## src/rtl/bayer_mosaic_encoder.sv

```systemverilog
// Bayer mosaic encoder: turns a raster stream of 24-bit RGB pixels into an
// 8-bit Bayer RAW stream. Each pixel keeps only one colour channel, and the
// sensor CFA layout picks which one. Frame flags (sof/eol/eof) travel with
// each sample. A single output register gives latency 1 and full throughput.

module bayer_mosaic_encoder #(
  parameter int IMG_WIDTH  = 2,
  parameter int IMG_HEIGHT = 2
) (
  input  logic        clk,
  input  logic        reset_n,
  input  logic [23:0] rgb_pixel,
  input  logic        rgb_valid,
  output logic        rgb_ready,
  input  logic [1:0]  sensor_pattern,
  output logic [7:0]  raw_pixel,
  output logic        raw_valid,
  input  logic        raw_ready,
  output logic        raw_sof,
  output logic        raw_eol,
  output logic        raw_eof,
  output logic [7:0]  frame_count
);

  localparam int COL_W = (IMG_WIDTH  > 1) ? $clog2(IMG_WIDTH)  : 1;
  localparam int ROW_W = (IMG_HEIGHT > 1) ? $clog2(IMG_HEIGHT) : 1;

  localparam logic [COL_W-1:0] COL_LAST = COL_W'(IMG_WIDTH - 1);
  localparam logic [ROW_W-1:0] ROW_LAST = ROW_W'(IMG_HEIGHT - 1);

  typedef enum logic {
    IDLE,
    ACTIVE
  } state_t;

  typedef enum logic [1:0] {
    CH_R,
    CH_G,
    CH_B
  } channel_t;

  state_t           state;
  state_t           state_next;
  logic [COL_W-1:0] col;
  logic [COL_W-1:0] col_next;
  logic [ROW_W-1:0] row;
  logic [ROW_W-1:0] row_next;
  logic [1:0]       pattern_q;
  logic [1:0]       pattern_next;
  logic [1:0]       pattern_eff;
  logic             in_fire;
  logic             out_fire;
  logic             at_first;
  logic             at_last_col;
  logic             at_last_row;
  logic             at_last;
  logic             phase_row;
  logic             phase_col;
  channel_t         channel;
  logic [7:0]       sample;

  // The output slot is free when empty or when its sample leaves this cycle.
  assign rgb_ready = !raw_valid || raw_ready;

  assign in_fire  = rgb_valid && rgb_ready;
  assign out_fire = raw_valid && raw_ready;

  assign at_first    = (col == '0) && (row == '0);
  assign at_last_col = (col == COL_LAST);
  assign at_last_row = (row == ROW_LAST);
  assign at_last     = at_last_col && at_last_row;

  // The first pixel of a frame uses the live pattern; the rest use the latched one.
  assign pattern_eff = at_first ? sensor_pattern : pattern_q;

  // CFA site lookup: pattern bit 0 shifts the tile by one column, bit 1 by one row.
  always_comb begin
    channel   = CH_G;
    phase_row = row[0] ^ pattern_eff[1];
    phase_col = col[0] ^ pattern_eff[0];
    case ({phase_row, phase_col})
      2'b00:   channel = CH_R;
      2'b01:   channel = CH_G;
      2'b10:   channel = CH_G;
      default: channel = CH_B;
    endcase
  end

  // Channel extraction is a plain byte copy, with no arithmetic on pixel data.
  always_comb begin
    sample = rgb_pixel[15:8];
    case (channel)
      CH_R:    sample = rgb_pixel[23:16];
      CH_B:    sample = rgb_pixel[7:0];
      default: sample = rgb_pixel[15:8];
    endcase
  end

  // Frame-state register.
  always_ff @(posedge clk or negedge reset_n) begin
    if (!reset_n) begin
      state <= IDLE;
    end else begin
      state <= state_next;
    end
  end

  // Frame-state transitions: enter ACTIVE at the first pixel, leave at the last.
  always_comb begin
    state_next = state;
    case (state)
      IDLE: begin
        if (in_fire && at_first) begin
          state_next = ACTIVE;
        end
      end
      ACTIVE: begin
        if (in_fire && at_last) begin
          state_next = IDLE;
        end
      end
      default: state_next = IDLE;
    endcase
  end

  // Raster position advance and pattern capture, driven only by accepted inputs.
  always_comb begin
    col_next     = col;
    row_next     = row;
    pattern_next = pattern_q;
    if (in_fire) begin
      if (at_first) begin
        pattern_next = sensor_pattern;
      end
      if (at_last_col) begin
        col_next = '0;
        if (at_last_row) begin
          row_next = '0;
        end else begin
          row_next = row + ROW_W'(1);
        end
      end else begin
        col_next = col + COL_W'(1);
      end
    end
  end

  // Position counters and latched pattern registers.
  always_ff @(posedge clk or negedge reset_n) begin
    if (!reset_n) begin
      col       <= '0;
      row       <= '0;
      pattern_q <= 2'b00;
    end else begin
      col       <= col_next;
      row       <= row_next;
      pattern_q <= pattern_next;
    end
  end

  // Output register: load on input transfer, drain when taken, hold otherwise.
  always_ff @(posedge clk or negedge reset_n) begin
    if (!reset_n) begin
      raw_valid <= 1'b0;
      raw_pixel <= 8'h00;
      raw_sof   <= 1'b0;
      raw_eol   <= 1'b0;
      raw_eof   <= 1'b0;
    end else if (in_fire) begin
      raw_valid <= 1'b1;
      raw_pixel <= sample;
      raw_sof   <= at_first;
      raw_eol   <= at_last_col;
      raw_eof   <= at_last;
    end else if (out_fire) begin
      raw_valid <= 1'b0;
    end
  end

  // Completed-frame counter, counted when the end-of-frame sample leaves.
  always_ff @(posedge clk or negedge reset_n) begin
    if (!reset_n) begin
      frame_count <= 8'h00;
    end else if (out_fire && raw_eof) begin
      frame_count <= frame_count + 8'h01;
    end
  end

endmodule

```

## config.mk

```make
export PLATFORM = sky130hd
export DESIGN_NAME = bayer_mosaic_encoder
export DESIGN_NICKNAME = d
export VERILOG_FILES = /design/src/rtl/bayer_mosaic_encoder.sv
export SDC_FILE = /design/constraint.sdc
export NUM_CORES = 1
export LEC_CHECK = 0
export CAP_MARGIN = 10
export CORE_AREA = 2 2 57 59
export CTS_BUF_LIST = sky130_fd_sc_hd__clkbuf_8
export DETAILED_ROUTE_END_ITERATION = 12
export DIE_AREA = 0 0 59 61
export PLACE_DENSITY_LB_ADDON = 0.1
export SLEW_MARGIN = 5
export SYNTH_ARGS = -nofsm -noshare
export SYNTH_HDL_FRONTEND = slang
export SYNTH_SLANG_ARGS = --single-unit
```

## constraint.sdc

```tcl
create_clock -name clk -period 2.9 [get_ports clk]
set_clock_uncertainty 0.15 [all_clocks]
set_input_delay 0.725 -clock clk [delete_from_list [all_inputs] [get_ports clk]]
set_output_delay 0.725 -clock clk [all_outputs]
set_load 0.02 [all_outputs]
```

==> flow_metrics.env <==
export IMPL_post_drt_wl_per_cell_um=14.8
export IMPL_grt_overflow=0
export IMPL_wl_um=2860
export IMPL_crit_path_end_kind="output port"
export IMPL_path_class="input pin to output port"
export IMPL_ctsHoldBuffers=0
export IMPL_mappedNetlistArea_um2=1240
export IMPL_cp_arrival_ns=1.92
export IMPL_ir_drop_uv=723
export IMPL_cp_endpoint="rgb_ready"
export IMPL_fin_ws_ns=0.100
export IMPL_dr_pass1_iters=4
export IMPL_grt_usage=0.163
export IMPL_rr_worst_depth=6
export IMPL_final_common_cell="clkdlybuf4s50_1"
export IMPL_route_detailed_drc=0
export IMPL_antenna_found_initial=0
export IMPL_place_area_um2=1780
export IMPL_insertion_delay_ns=0.26
export IMPL_worstSetupPathDepth=3
export IMPL_path_clk_slew_ns=0.09
export IMPL_worst_pin_slew_ns=0.460
export IMPL_path_max_fanout=2
export IMPL_leakagePower_uw=0.000849
export IMPL_hold_viol=0
export IMPL_hp_class="flip-flop to flip-flop"
export IMPL_coreArea_um2=2950
export IMPL_cts_tree="done"
export IMPL_fin_crit_sh=0.965
export IMPL_internal_power_uw=1260
export IMPL_std_cell_rows=20
export IMPL_swShare=0.378
export IMPL_slew_violations=0
export IMPL_vias_per_cell=4.98
export IMPL_cpLargestDelayFamily="buffers and inverters"
export IMPL_drive_gt1_frac=0.175
export IMPL_h_tree_depth=1
export IMPL_fin_crit_ns=2.80
export IMPL_post_cts_resized=0
export IMPL_rsz0062_at_grt="false"
export IMPL_fin_tns_setup_ns=0
export IMPL_pwr_share_seq=0.293
export IMPL_vias=961
export IMPL_power_density_nw_per_um2=1090
export IMPL_r2r_start="at_last_row"
export IMPL_antenna_cells=0
export IMPL_drtIter0Drc=19
export IMPL_grt_first_pass_wirelength_um=4330
export IMPL_ys_seq_area_frac=0.485
export IMPL_cpMaxStageDelayCell="clkdlybuf4s50_1"
export IMPL_crit_start="raw_ready"
export IMPL_setup_viol=0
export IMPL_grt_pass1_vias=912
export IMPL_die_h_um=61
export IMPL_required_ns=2.03
export IMPL_yosys_area_top_type_share=0.485
export IMPL_synthToLayoutAreaGrowth_pct=49.6
export IMPL_r2r_slack_ns=0.52
export IMPL_globalplace_congestion=0.743
export IMPL_crit_reg2reg_capture="raw_pixel[0]"
export IMPL_timing_critical_path_from_type="input pin"
export IMPL_power_uw=2020
export IMPL_power_share_clock=0.145
export IMPL_root_buffer="clkbuf_8"
export IMPL_ctsLongestPathBuffers=2
export IMPL_max_stage_delay_ns=0.60
export IMPL_cts_setup_buffers=0
export IMPL_clkSinkCount=24
export IMPL_slew_limit_headroom=0.693
export IMPL_chipWidth_um=59
export IMPL_stdcell_area_um2=1850
export IMPL_path_cells="clkdlybuf4s50_1 -> nand2b_4 -> clkdlybuf4s50_1"
export IMPL_post_dp_hpwl_um=2160
export IMPL_ios=51
export IMPL_max_cap_viol_count=0
export IMPL_switchingPower_uw=764
export IMPL_synth_area_top_cells="dfrtp_1, mux2_4, mux2_2"
export IMPL_dp_slack_ns=-0.0872
export IMPL_yosysWarnings=0
export IMPL_syn_inst=107
export IMPL_crit_path_frequent_cell="clkdlybuf4s50_1"
export IMPL_nets=194
export IMPL_cts_buffers=3
export IMPL_grt_max_degree=25
export IMPL_layout_common_cells="clkdlybuf4s50_1, dfrtp_1, inv_1"
export IMPL_mappedNetlistNets=140
export IMPL_portBuffers=50
export IMPL_maxClockFrequency_ghz=0.357
export IMPL_ant_nets=0
export IMPL_synth_distinct_cells=24
export IMPL_run_status="finished clean"
export IMPL_ys_ff_latch=24
export IMPL_path_buf_inv=2
export IMPL_synth_area_leader_cell="dfrtp_1"
export IMPL_avgSynthCellArea_um2=11.6
export IMPL_die_area_um2=3600
export IMPL_combPwrFrac=0.562
export IMPL_start_util=0.419
==> state kept, by name, indices dropped and copies added (netlist names) <==
register	cells
at_last_col	1
at_last_row	1
frame_count	8
pattern_q	2
raw_eof	1
raw_eol	1
raw_pixel	8
raw_sof	1
raw_valid	1
==> stage by stage <==
stage,util,std cells,hold slack (ns)
floorplan,-,107,0.279
CTS,0.627,193,0.327
detailed placement,0.603,189,0.315
global placement,0.603,189,0.309
global route,0.627,193,0.357
finish,0.627,193,0.324
==> routing by layer <==
metal | track usage | vias to the layer above | wire (um)
li1 | - | 483 | -
met1 | 0.193 | 460 | 1180
met2 | 0.300 | 16 | 1590
met3 | 0.0256 | 2 | 76
met4 | 0.0584 | 0 | 15
met5 | 0 | - | 0
==> layout make-up <==
type,count,area (um^2)
Sequential cell,24,601
Multi-Input combinational cell,68,571
Tap cell,33,41.3
Inverter,10,37.5
Fill cell,260,1100
Clock buffer,3,41.3
Timing Repair Buffer,54,531
Clock inverter,1,30.0
==> worst min path at each step <==
stage / cells after the start / from / slack (ns) / to
floorplan: 0 / reset_n / 0.28 / at_last_col
global placement: 1 / frame_count[7] / 0.31 / frame_count[7]
detailed placement: 1 / frame_count[7] / 0.31 / frame_count[7]
CTS: 1 / frame_count[7] / 0.33 / frame_count[7]
global route: 1 / frame_count[7] / 0.36 / frame_count[7]
finish: 1 / frame_count[7] / 0.32 / frame_count[7]
==> cell families (layout without fill, tap and decap cells) <==
| kind of cell | after synthesis | count (layout) | synth area share |
|---|---|---|---|
| AOI/OAI and AO/OA | 21 | 21 | 0.121 |
| xor gates and xnor gates | 9 | 9 | 0.0637 |
| adders and majority gates | 3 | 3 | 0.0303 |
| buffers and inverters | 15 | 68 | 0.0536 |
| DFF | 24 | 24 | 0.485 |
| muxes | 13 | 13 | 0.137 |
| and+or+nand+nor | 22 | 22 | 0.109 |
==> power by group through the flow <==
| stage | clock network (uW) | registers, uW | logic, uW |
|---|---|---|---|
| 2_1_floorplan | 0 | 694 | 632 |
| 3_3_place_gp | 0 | 592 | 1090 |
| 3_5_place_dp | 0 | 599 | 1140 |
| 4_1_cts | 300 | 593 | 1150 |
| 5_1_grt | 318 | 612 | 1230 |
| 6_report | 294 | 592 | 1140 |
==> cells in the mapped netlist, drive strengths merged <==
cell type	n
nand2	7
dfrtp	24
o21ai	2
xor2	5
nand4	4
nand2b	2
clkbuf	2
mux2	13
a21bo	3
nor2	4
a221oi	8
xnor2	4
buf	3
a21oi	8
ha	3
nand3	3
inv	10
nor3	2
Note: power is estimated with default switching activity, not from simulation.
